--- src/rtl/rv32i_alu_unit_if.sv ---
// Execute-stage ALU bus: captured operands/opcode in, registered result/branch flag out.
// Zero flag exists only when ALU_ZERO_FLAG_EN is defined.
interface rv32i_alu_unit_if;
  logic        in_valid;
  logic [6:0]  Opcode;
  logic [3:0]  FuncCode;
  logic [31:0] A;
  logic [31:0] B;
  logic [31:0] ALUOut;
  logic        Branch_Enable;
  logic        out_valid;
`ifdef ALU_ZERO_FLAG_EN
  logic        Zero;

  modport master (output in_valid, Opcode, FuncCode, A, B,
                  input  ALUOut, Branch_Enable, out_valid, Zero);
  modport slave  (input  in_valid, Opcode, FuncCode, A, B,
                  output ALUOut, Branch_Enable, out_valid, Zero);
`else
  modport master (output in_valid, Opcode, FuncCode, A, B,
                  input  ALUOut, Branch_Enable, out_valid);
  modport slave  (input  in_valid, Opcode, FuncCode, A, B,
                  output ALUOut, Branch_Enable, out_valid);
`endif
endinterface

--- src/rtl/rv32i_alu_unit.sv ---
// RV32I ALU-control decode + ALU, one-cycle registered result; no backpressure, in_valid alone qualifies.
// Optional registered Zero flag under ALU_ZERO_FLAG_EN.
module rv32i_alu_unit #(
  parameter int XLEN = 32
) (
  input  logic             clk,
  input  logic             rst_n,
  rv32i_alu_unit_if.slave  bus
);

  typedef enum logic [6:0] {
    ALU_ZERO, ALU_ADD, ALU_SUB, ALU_SLL, ALU_SLT, ALU_SLTU, ALU_XOR,
    ALU_SRL, ALU_SRA, ALU_OR, ALU_AND, ALU_PASSB, ALU_BR
  } alu_ctrl_e;

  localparam logic [6:0] OPC_OP     = 7'b0110011;
  localparam logic [6:0] OPC_OP_IMM = 7'b0010011;
  localparam logic [6:0] OPC_LOAD   = 7'b0000011;
  localparam logic [6:0] OPC_STORE  = 7'b0100011;
  localparam logic [6:0] OPC_AUIPC  = 7'b0010111;
  localparam logic [6:0] OPC_JAL    = 7'b1101111;
  localparam logic [6:0] OPC_JALR   = 7'b1100111;
  localparam logic [6:0] OPC_LUI    = 7'b0110111;
  localparam logic [6:0] OPC_BRANCH = 7'b1100011;

  alu_ctrl_e        alu_ctrl;
  logic [2:0]       funct3;
  logic             alt;
  logic [4:0]       shamt;
  logic [XLEN-1:0]  diff;
  logic [XLEN-1:0]  result;
  logic             br_taken;

  logic [XLEN-1:0]  alu_out_d, alu_out_q;
  logic             br_en_d, br_en_q;
  logic             out_vld_d, out_vld_q;

  assign funct3 = bus.FuncCode[2:0];
  assign alt    = bus.FuncCode[3];
  assign shamt  = bus.B[4:0];
  assign diff   = bus.A - bus.B;

  always_comb begin
    alu_ctrl = ALU_ZERO;
    case (bus.Opcode)
      OPC_OP, OPC_OP_IMM: begin
        case (funct3)
          3'b000:  alu_ctrl = (alt && bus.Opcode == OPC_OP) ? ALU_SUB : ALU_ADD;
          3'b001:  alu_ctrl = ALU_SLL;
          3'b010:  alu_ctrl = ALU_SLT;
          3'b011:  alu_ctrl = ALU_SLTU;
          3'b100:  alu_ctrl = ALU_XOR;
          3'b101:  alu_ctrl = alt ? ALU_SRA : ALU_SRL;
          3'b110:  alu_ctrl = ALU_OR;
          default: alu_ctrl = ALU_AND;
        endcase
      end
      OPC_LOAD, OPC_STORE, OPC_AUIPC, OPC_JAL, OPC_JALR: alu_ctrl = ALU_ADD;
      OPC_LUI:    alu_ctrl = ALU_PASSB;
      OPC_BRANCH: alu_ctrl = ALU_BR;
      default:    alu_ctrl = ALU_ZERO;
    endcase
  end

  always_comb begin
    result   = '0;
    br_taken = 1'b0;
    case (alu_ctrl)
      ALU_ADD:   result = bus.A + bus.B;
      ALU_SUB:   result = diff;
      ALU_SLL:   result = bus.A << shamt;
      ALU_SLT:   result = {{(XLEN-1){1'b0}}, ($signed(bus.A) < $signed(bus.B))};
      ALU_SLTU:  result = {{(XLEN-1){1'b0}}, (bus.A < bus.B)};
      ALU_XOR:   result = bus.A ^ bus.B;
      ALU_SRL:   result = bus.A >> shamt;
      ALU_SRA:   result = $unsigned($signed(bus.A) >>> shamt);
      ALU_OR:    result = bus.A | bus.B;
      ALU_AND:   result = bus.A & bus.B;
      ALU_PASSB: result = bus.B;
      ALU_BR: begin
        result = diff;
        case (funct3)
          3'b000:  br_taken = (bus.A == bus.B);
          3'b001:  br_taken = (bus.A != bus.B);
          3'b100:  br_taken = ($signed(bus.A) <  $signed(bus.B));
          3'b101:  br_taken = ($signed(bus.A) >= $signed(bus.B));
          3'b110:  br_taken = (bus.A <  bus.B);
          3'b111:  br_taken = (bus.A >= bus.B);
          default: br_taken = 1'b0;
        endcase
      end
      default: result = '0;
    endcase
  end

  always_comb begin
    alu_out_d = alu_out_q;
    br_en_d   = br_en_q;
    out_vld_d = bus.in_valid;
    if (bus.in_valid) begin
      alu_out_d = result;
      br_en_d   = br_taken;
    end
  end

  always_ff @(posedge clk or negedge rst_n) begin
    if (!rst_n) begin
      alu_out_q <= '0;
      br_en_q   <= 1'b0;
      out_vld_q <= 1'b0;
    end else begin
      alu_out_q <= alu_out_d;
      br_en_q   <= br_en_d;
      out_vld_q <= out_vld_d;
    end
  end

  assign bus.ALUOut        = alu_out_q;
  assign bus.Branch_Enable = br_en_q;
  assign bus.out_valid     = out_vld_q;

`ifdef ALU_ZERO_FLAG_EN
  logic zero_d, zero_q;

  assign zero_d = bus.in_valid ? (result == '0) : zero_q;

  always_ff @(posedge clk or negedge rst_n) begin
    if (!rst_n) zero_q <= 1'b0;
    else        zero_q <= zero_d;
  end

  assign bus.Zero = zero_q;
`endif

endmodule

--- src/flat_wrapper.sv ---
// flat-port wrapper written by rule: the top's interface ports become plain ports
module rv32i_alu_unit_flat 
#(
  parameter int XLEN = 32
)
  (clk, rst_n, bus_in_valid, bus_Opcode, bus_FuncCode, bus_A, bus_B, bus_ALUOut, bus_Branch_Enable, bus_out_valid);
  rv32i_alu_unit_if bus_i ();
  input  logic clk;
  input  logic rst_n;
  input wire logic [$bits(bus_i.in_valid)-1:0] bus_in_valid;
  input wire logic [$bits(bus_i.Opcode)-1:0] bus_Opcode;
  input wire logic [$bits(bus_i.FuncCode)-1:0] bus_FuncCode;
  input wire logic [$bits(bus_i.A)-1:0] bus_A;
  input wire logic [$bits(bus_i.B)-1:0] bus_B;
  output wire logic [$bits(bus_i.ALUOut)-1:0] bus_ALUOut;
  output wire logic [$bits(bus_i.Branch_Enable)-1:0] bus_Branch_Enable;
  output wire logic [$bits(bus_i.out_valid)-1:0] bus_out_valid;
  assign bus_i.in_valid = bus_in_valid;
  assign bus_i.Opcode = bus_Opcode;
  assign bus_i.FuncCode = bus_FuncCode;
  assign bus_i.A = bus_A;
  assign bus_i.B = bus_B;
  assign bus_ALUOut = bus_i.ALUOut;
  assign bus_Branch_Enable = bus_i.Branch_Enable;
  assign bus_out_valid = bus_i.out_valid;
  rv32i_alu_unit #(.XLEN(XLEN)) u_core (.clk(clk), .rst_n(rst_n), .bus(bus_i));
endmodule
--- config.mk ---
export PLATFORM = sky130hd
export DESIGN_NAME = rv32i_alu_unit_flat
export DESIGN_NICKNAME = d
export VERILOG_FILES = /design/src/rtl/rv32i_alu_unit_if.sv /design/src/rtl/rv32i_alu_unit.sv /design/src/flat_wrapper.sv
export SDC_FILE = /design/constraint.sdc
export NUM_CORES = 1
export LEC_CHECK = 0
export CAP_MARGIN = 25
export CORE_MARGIN = 2
export CORE_UTILIZATION = 65
export DETAILED_ROUTE_END_ITERATION = 10
export HOLD_SLACK_MARGIN = 0.1
export PLACE_DENSITY = 0.9
export SYNTH_ARGS = -nofsm -noshare
export SYNTH_HDL_FRONTEND = slang
export SYNTH_SLANG_ARGS = --single-unit
--- constraint.sdc ---
create_clock -name clk -period 2.5 [get_ports clk]
set_clock_uncertainty 0.05 [all_clocks]
set_input_delay 0.5 -clock clk [delete_from_list [all_inputs] [get_ports clk]]
set_output_delay 0.5 -clock clk [all_outputs]
set_load 0.1 [all_outputs]
==> metrics.md, run 1 <==
| Metric | Value |
|---|---|
| Run status | `did not finish` |
| Last step reached | `detailed placement (3_5_place_dp)` |
| Halt Reason | `[ERROR DPL-0033] detailed placement checks failed during check placement.` |
| Syn_area_per_cell | `between 7 and 8 um^2` |
| Proportion of synthesized flip-flops having asynchronous set or reset | `100%` |
| Top FF cell, synth | `sky130_fd_sc_hd__dfrtp_1` |
| Initial standard-cell utilization of the core | `66.2%` |
| # rows | `47` |
| Library cell occupying the most area in the post-synthesis netlist | `sky130_fd_sc_hd__ha_1` |
| Sequential element share of the synthesized area | `7.78%` |
| Area of the mapped netlist | `~11000 um^2` |
| Die outline width | `134 um` |
| Synthesized instance count | `1506` |
| Port Buffers | `111` |
| Synthesized Nets | `1683` |
| Flip-flop and latch count after synthesis | `34` |
| Most numerous cell in the Yosys netlist | `sky130_fd_sc_hd__nor2_1` |
| Commonest cells post-synth | `sky130_fd_sc_hd__nor2_1, sky130_fd_sc_hd__a21oi_1, sky130_fd_sc_hd__nand2_1` |
| Leading post-synthesis cells by cell area | `sky130_fd_sc_hd__ha_1, sky130_fd_sc_hd__mux4_2, sky130_fd_sc_hd__dfrtp_1` |
| Area share of the largest cell type after synthesis | `11.1%` |
| GPL Wtd Cong | `1.32` |
| Synthesis warning total | `0` |
| Overall die height | `around 130 um` |
| Number of enable-type register cells in the synthesized netlist | `0` |
| Final HPWL DP | `approximately 64 mm` |
| Count of boundary I/O pins | `112` |
| Count of distinct cell types in the synthesized netlist | `92` |
-- metrics by stage --
stage	area (um^2)	instances	TNS, ns	hold WS (ns)	worst slack (ns)
after floorplan	11300	1506	-15.45	0.154	-0.907
after global placement	16400	2292	-34.77	0.457	-1.28
-- kinds of logic after synthesis --
group	synth area share [%]
AO/OA/AOI/OAI	35.2
XOR/XNOR	1.76
adder cells (fa/ha/maj)	11.5
buffers and inverters	8.62
flip-flops	7.78
multiplexers	15.5
AND/OR/NAND/NOR	19.7
==> run 2, diff against run 1 <==
--- a/config.mk
+++ b/config.mk
@@ -7,10 +7,9 @@
 export LEC_CHECK = 0
 export CAP_MARGIN = 25
 export CORE_MARGIN = 2
-export CORE_UTILIZATION = 65
+export CORE_UTILIZATION = 40
 export DETAILED_ROUTE_END_ITERATION = 10
-export HOLD_SLACK_MARGIN = 0.1
-export PLACE_DENSITY = 0.9
+export PLACE_DENSITY_LB_ADDON = 0.15
 export SYNTH_ARGS = -nofsm -noshare
 export SYNTH_HDL_FRONTEND = slang
 export SYNTH_SLANG_ARGS = --single-unit
==> run 2 against run 1 <==
The flow now finishes, with violations (setup timing). Synthesized cell count is the same. Synthesized area stayed put.
==> metrics.md, run 2 <==
| Metric | Value |
|---|---|
| Detailed-route wire length | `a little under 70 mm` |
| Maximum number of pins on one net before global-route repair | `56` |
| # rows | `60` |
| CP Capture Type | `flip-flop` |
| Number of hold-repair buffers added at the cts stage | `0` |
| Area share of the largest cell type after synthesis | `11.1%` |
| Run status | `finished, violations left` |
| Clock-pin transition on the worst setup and hold timing paths | `roughly 0.07 ns` |
| Number of max-slew violations in the final report | `0` |
| Sequential element share of the synthesized area | `7.78%` |
| Number of antenna violations at the first check in global routing | `1` |
| Clock Latency Late Sink | `0.29 ns` |
| Data arrival at the endpoint of the critical path | `3.35 ns` |
| Fraction of final layout cells with drive strength greater than 1 | `55.4%` |
| Syn_area_per_cell | `7.26 um^2` |
| Area of the mapped netlist | `10900 um^2` |
| Power density over the cells | `282 nW/um^2` |
| Count of distinct cell types in the synthesized netlist | `92` |
| Tightest Pin Transition | `0.684 ns` |
| Area Growth Syn to Fin | `86.7%` |
| Synthesis warning total | `0` |
| Placed instance count | `2473` |
| CTS Buf Count | `5` |
| Count of boundary I/O pins | `112` |
| Finish-stage setup viols | `33` |
| Flip-flop and latch count after synthesis | `34` |
| Ratio of final minimum period to clock period | `129%` |
| Final HPWL DP | `a little over 50 mm` |
| Library cell occupying the most area in the post-synthesis netlist | `sky130_fd_sc_hd__ha_1` |
| Overall overflow remaining after global route | `0` |
| Overall die height | `169 um` |
| Final count of hold timing violations | `0` |
| Most common library cell in the layout ignoring fill and taps | `sky130_fd_sc_hd__buf_4` |
| Commonest cells post-synth | `sky130_fd_sc_hd__nor2_1, sky130_fd_sc_hd__a21oi_1, sky130_fd_sc_hd__nand2_1` |
| Top fanout value on the critical path | `2` |
| Maximum number of buffers from clock root to sink | `2` |
| Violations in the final reports | `setup timing` |
| Worst-case headroom to the max-slew limit | `between 50% and 60%` |
| Required time of the critical path | `2.61 ns` |
| Via count | `16700` |
| Number of enable-type register cells in the synthesized netlist | `0` |
| Initial standard-cell utilization of the core | `40.7%` |
| Top FF cell, synth | `sky130_fd_sc_hd__dfrtp_1` |
| Synthesized instance count | `1506` |
| Routed wirelength normalized by instance count | `26.3 um` |
| Die outline width | `roughly 170 um` |
| Synthesized Nets | `1683` |
| Number of diodes | `0` |
| Number of cells in the finished layout apart from fillers | `2600` |
| Number of sinks handled by clock tree synthesis | `34` |
| TritonCTS clock tree | `built` |
| Most numerous cell in the Yosys netlist | `sky130_fd_sc_hd__nor2_1` |
| Kind of launch point of the worst setup path | `primary input` |
| Antenna Nets Post-Route | `0` |
| Minimum clock period after layout | `approximately 3.2 ns` |
| Die Area | `28700 um^2` |
| Unrepaired setup endpoints after global routing | `yes` |
| Proportion of synthesized flip-flops having asynchronous set or reset | `100%` |
| Flip-flop count of the largest register after layout | `32` |
| Static Leakage | `9.20 nW` |
| Layout Nets | `roughly 2400` |
| Most used cells in the layout excluding fill and tap cells | `sky130_fd_sc_hd__buf_4, sky130_fd_sc_hd__nor2_1, sky130_fd_sc_hd__nand2_1, sky130_fd_sc_hd__a21oi_1, sky130_fd_sc_hd__buf_6` |
| Leading post-synthesis cells by cell area | `sky130_fd_sc_hd__ha_1, sky130_fd_sc_hd__mux4_2, sky130_fd_sc_hd__dfrtp_1` |
| Worst-case vdd ir drop | `260 uV` |
| Type of the worst setup path | `primary input to flip-flop` |
| GRT Total Usage | `between 40% and 50%` |
| Port Buffers | `111` |
| Max Cap Viol | `0` |
| Master cell of the clock root buffer | `sky130_fd_sc_hd__clkbuf_16` |
| Final worst-path setup slack | `-0.732 ns` |
| Post-Place Worst Slack | `-1.41 ns` |
| Via density per instance | `6.41` |
| DRC violations left | `0` |
| Number of global-route vias before repair | `approximately 16000` |
| Core Area | `26900 um^2` |
| Pre-antenna DRT Iters | `6` |
| Highest achievable clock rate | `309 MHz` |
| DRC violation total after the first TritonRoute iteration | `1983` |
| Wire length of the first global-routing pass | `99.1 mm` |
| Filler cell count in the final layout | `2017` |
| GPL Wtd Cong | `1.05` |
| Total negative slack | `-14.18 ns` |
| Number of H-tree branching levels | `2` |
| Hold WC Path Type | `primary input to asynchronous set/reset pin` |
run 2: cell counts after synthesis:
Identical to the previous run, type by type.
run 2: cells by family after synthesis:
family                   synth area share [%]
buffers and inverters                    8.62
multiplexers                             15.5
adder cells (fa/ha/maj)                  11.5
AO/OA/AOI/OAI                            35.2
AND/OR/NAND/NOR                          19.7
flip-flops                               7.78
XOR/XNOR                                 1.76
run 2: worst paths after layout:
kind	startpoint	to	slack (ns)	depth (start not counted)
worst max-delay path	bus_B[1]	u_core.bus.ALUOut[31]	-0.73	13
worst min-delay path	rst_n	u_core.bus.ALUOut[30]	0.23	2
worst max register to register	u_core.bus.ALUOut[22]	u_core.bus.ALUOut[22]	0.77	5
worst min register to register	u_core.bus.ALUOut[17]	u_core.bus.ALUOut[17]	0.49	1
max in group asynchronous	rst_n	u_core.bus.ALUOut[2]	1.75	2
min in group clk	u_core.bus.ALUOut[17]	u_core.bus.ALUOut[17]	0.49	1
run 2: layout make-up:
type                            instances  area [um^2]  area share, %
Multi-Input combinational cell       1241        11300           55.3
Inverter                              108          442           2.16
Timing Repair Buffer                  868         7260           35.5
Sequential cell                        34          851           4.17
Clock buffer                            6          129          0.631
Clock inverter                          2         13.8         0.0674
Tap cell                              341          427           2.09
run 2: through the flow:
| stage | total power, mW | utilization [%] | cell area, um^2 | hold slack [ns] |
|---|---|---|---|---|
| 6_report | 5.76 | 76.0 | 20400 | 0.233 |
| 3_5_place_dp | 4.21 | 63.5 | 17100 | 0.460 |
| 5_1_grt | 5.95 | 76.0 | 20400 | 0.275 |
| 2_1_floorplan | 2.42 | - | 11300 | 0.154 |
| 4_1_cts | 5.36 | 72.5 | 19500 | 0.254 |
| 3_3_place_gp | 4.19 | 63.5 | 17100 | 0.463 |
run 2: per-layer routing:
metal / global-route usage, % / up-vias / share of wire, %
li1: - / 7205 / -
met1: 55.0 / 7871 / 36
met5: 0 / - / 0.016
met3: 7.32 / 379 / 9.6
met2: 73.7 / 1204 / 44
met4: 36.7 / 2 / 10
run 2: worst max-delay path: stages:
cell and delay, ns:
sky130_fd_sc_hd__buf_8 0.08, sky130_fd_sc_hd__clkinvlp_4 0.10, sky130_fd_sc_hd__ha_4 0.29, sky130_fd_sc_hd__buf_4 0.12
sky130_fd_sc_hd__nand3_4 0.08, sky130_fd_sc_hd__a211oi_4 0.33, sky130_fd_sc_hd__o221ai_2 0.18, sky130_fd_sc_hd__a211o_1 0.37
sky130_fd_sc_hd__a311oi_4 0.37, sky130_fd_sc_hd__or3_1 0.19, sky130_fd_sc_hd__a31o_2 0.15, sky130_fd_sc_hd__mux2i_1 0.07
sky130_fd_sc_hd__or4_1 0.51
run 2: where the power goes:
| part | switching (mW) | internal, mW | total (mW) |
|---|---|---|---|
| clock | 0.314 | 0.372 | 0.686 |
| sequential | 0.0313 | 0.587 | 0.618 |
| combinational | 2.40 | 2.06 | 4.46 |
| total | 2.75 | 3.01 | 5.76 |
run 2: repair_timing:
item,CTS,global route
endpoints found under the setup margin,33,33
setup buffers,93,40
gates cloned,1,0
pin swaps,150,108
gates resized for setup,503,192
Note: power is estimated with default switching activity, not from simulation.
==> run 3, diff against run 2 <==
--- a/config.mk
+++ b/config.mk
@@ -7,9 +7,10 @@
 export LEC_CHECK = 0
 export CAP_MARGIN = 25
 export CORE_MARGIN = 2
-export CORE_UTILIZATION = 40
+export CORE_UTILIZATION = 25
 export DETAILED_ROUTE_END_ITERATION = 10
 export PLACE_DENSITY_LB_ADDON = 0.15
+export SKIP_CTS_REPAIR_TIMING = 1
 export SYNTH_ARGS = -nofsm -noshare
 export SYNTH_HDL_FRONTEND = slang
 export SYNTH_SLANG_ARGS = --single-unit
==> run 3 against run 2 <==
Clock-buffer cell count increased by 1. Largest power group unchanged. Largest cell class unchanged. Combinational power decreased by 4%. Via count down 6.3%. Critical path type unchanged. Global-route usage fell by 16 points. The run still ends with setup timing left.
==> metrics.md, run 3 (same netlist as run 2, synthesis figures left out) <==
| Metric | Value |
|---|---|
| Run status | `finished, violations left` |
| Violations in the final reports | `setup timing` |
| Master cell of the clock root buffer | `sky130_fd_sc_hd__clkbuf_16` |
| Via density per instance | `5.54` |
| Final count of hold timing violations | `0` |
| Final worst-path setup slack | `-0.837 ns` |
| Minimum clock period after layout | `~3.3 ns` |
| Internal power consumption | `~2.9 mW` |
| Kind of launch point of the worst setup path | `primary input` |
| Clock network fraction of design power | `13.1%` |
| Number of buffers and inverters on the critical path | `3` |
| Filler cell count in the final layout | `between 4000 and 5000` |
| Number of global-route vias before repair | `~15000` |
| Via count | `around 16000` |
| Static Leakage | `9.24 nW` |
| Number of H-tree branching levels | `2` |
| Fraction of final layout cells with drive strength greater than 1 | `52.2%` |
| Total power after layout | `5.62 mW` |
| Most frequent cell on the critical path | `sky130_fd_sc_hd__o32a_1` |
| Unrepaired setup endpoints after global routing | `yes` |
| Type of the worst setup path | `primary input to flip-flop` |
| Max Cap Viol | `0` |
| Wire length of the first global-routing pass | `~100 mm` |
| Top fanout value on the critical path | `3` |
| Routed wirelength normalized by instance count | `roughly 25 um` |
| Finish-stage setup viols | `33` |
| Tightest Pin Transition | `0.682 ns` |
| Clock-pin transition on the worst setup and hold timing paths | `0.07 ns` |
| Data arrival at the endpoint of the critical path | `roughly 3.5 ns` |
| Most common library cell in the layout ignoring fill and taps | `sky130_fd_sc_hd__buf_4` |
| Maximum number of pins on one net before global-route repair | `76` |
| Most used cells in the layout excluding fill and tap cells | `sky130_fd_sc_hd__buf_4, sky130_fd_sc_hd__nor2_1, sky130_fd_sc_hd__a21oi_1, sky130_fd_sc_hd__nand2_1, sky130_fd_sc_hd__o21ai_0` |
| Number of max-slew violations in the final report | `0` |
| Antenna Nets Post-Route | `0` |
| Switching component of the power | `2.69 mW` |
| Highest achievable clock rate | `between 200 and 300 MHz` |
| Overall overflow remaining after global route | `0` |
| Sequential group share of total power | `10.9%` |
| Detailed-route wire length | `roughly 72 mm` |
| Layout Nets | `2408` |
| # rows | `between 70 and 80` |
| Core Area | `43200 um^2` |
| Gate family responsible for the most delay along the worst path | `compound AO/OA/AOI/OAI gates` |
| DRC violation total after the first TritonRoute iteration | `1368` |
| Clock Latency Late Sink | `0.31 ns` |
| CTS Buf Count | `5` |
| TritonCTS clock tree | `built` |
| Number of sinks handled by clock tree synthesis | `34` |
| Count of boundary I/O pins | `112` |
| Maximum number of buffers from clock root to sink | `2` |
| Post-Place Worst Slack | `-1.50 ns` |
| Power density over the cells | `280 nW/um^2` |
| Worst-case headroom to the max-slew limit | `54.4%` |
| Die outline width | `213 um` |
| Hold WC Path Type | `primary input to asynchronous set/reset pin` |
| Port Buffers | `111` |
| CP Capture Type | `flip-flop` |
| Worst path slowest cell | `sky130_fd_sc_hd__or4_4` |
| Initial standard-cell utilization of the core | `25.3%` |
| Number of antenna violations at the first check in global routing | `0` |
| GRT Total Usage | `between 30% and 40%` |
| Cell breakdown of the critical path | `buf_12 > clkinvlp_4 > ha_4 > o21ba_4 > or4_4 > a311oi_4 > buf_4 > o211ai_1 > a21oi_2 > o21ai_2 > and3_1 > o32a_1 > o32a_1` |
| Required time of the critical path | `2.65 ns` |
| DRC violations left | `0` |
| Worst-case vdd ir drop | `319 uV` |
| Final HPWL DP | `57.9 mm` |
| Pre-antenna DRT Iters | `5` |
| GPL Wtd Cong | `between 1 and 1.5` |
| Slowest Stage Delay on Critical Path | `about 0.56 ns` |
| Ratio of final minimum period to clock period | `133%` |
| Area Growth Syn to Fin | `83.7%` |
| Flip-flop count of the largest register after layout | `32` |
| Part of the power in combinational logic | `76.0%` |
| Die Area | `45400 um^2` |
| Fraction of power spent switching nets | `a little under half` |
| Overall die height | `213 um` |
==> run 3: cell count changes in the layout (fill, tap and decap cells not counted), moves of 7 or more <==
cell / delta
sky130_fd_sc_hd__nor2_1: +9
sky130_fd_sc_hd__dlymetal6s2s_1: +37
sky130_fd_sc_hd__buf_2: -9
sky130_fd_sc_hd__buf_4: +26
sky130_fd_sc_hd__nor2_2: -7
sky130_fd_sc_hd__ha_4: -7
sky130_fd_sc_hd__a21oi_1: +12
sky130_fd_sc_hd__o21ai_0: +10
sky130_fd_sc_hd__dlygate4sd2_1: -19
sky130_fd_sc_hd__a21oi_2: -10
sky130_fd_sc_hd__buf_6: -48
==> run 3: cell type report <==
type	count	area, um^2	area share (%)
Multi-Input combinational cell	1241	10900	54.4
Timing Repair Buffer	841	6980	34.7
Clock inverter	1	5.00	0.0249
Sequential cell	34	851	4.23
Clock buffer	7	143	0.710
Inverter	108	442	2.20
Antenna cell	1	2.50	0.0125
Tap cell	585	732	3.64
==> run 3: final timing paths <==
path | start | end | slack [ns] | cells after the start
setup / recovery | bus_B[1] | u_core.bus.ALUOut[15] | -0.84 | 13
hold / removal | rst_n | u_core.bus.ALUOut[5] | 0.22 | 2
setup reg to reg | u_core.bus.ALUOut[25] | u_core.bus.ALUOut[25] | 0.70 | 7
hold reg to reg | u_core.bus.ALUOut[20] | u_core.bus.ALUOut[20] | 0.47 | 2
max in group asynchronous | rst_n | u_core.bus.ALUOut[22] | 1.71 | 2
min in group clk | u_core.bus.ALUOut[20] | u_core.bus.ALUOut[20] | 0.47 | 2
==> run 3: metal layers <==
metal	global-route usage (%)	vias to the layer above	part of all wire, %
li1	-	7158	-
met1	38.5	7658	42
met2	51.2	639	47
met3	3.78	152	5.2
met4	12.7	0	5.3
met5	0	-	0
==> run 3: per-stage QoR <==
stage	setup TNS (ns)	std cells	util, %	cell area (um^2)	hold WS, ns
global placement	-43.45	2734	40.5	17500	0.475
detailed placement	-42.83	2734	40.5	17500	0.467
CTS	-32.57	2742	40.9	17600	0.255
global route	-19.13	2817	46.5	20100	0.252
floorplan	-15.45	1506	-	11300	0.154
finish	-16.60	2818	46.5	20100	0.216
==> run 3: worst register-to-register path, stage by stage, from the launching register on <==
cell	delay, ns
sky130_fd_sc_hd__dfrtp_1	0.39
sky130_fd_sc_hd__nor2b_1	0.18
sky130_fd_sc_hd__a221oi_2	0.29
sky130_fd_sc_hd__buf_4	0.18
sky130_fd_sc_hd__nand4_1	0.13
sky130_fd_sc_hd__buf_4	0.19
sky130_fd_sc_hd__a211oi_2	0.19
sky130_fd_sc_hd__o22ai_1	0.09
==> run 3: power groups by stage <==
stage	Clock [mW]	Sequential [mW]	Combinational, mW
CTS	0.744	0.613	3.71
global route	0.755	0.617	4.48
detailed placement	0	0.624	3.69
global placement	0	0.624	3.69
floorplan	0	0.887	1.53
finish	0.736	0.613	4.27
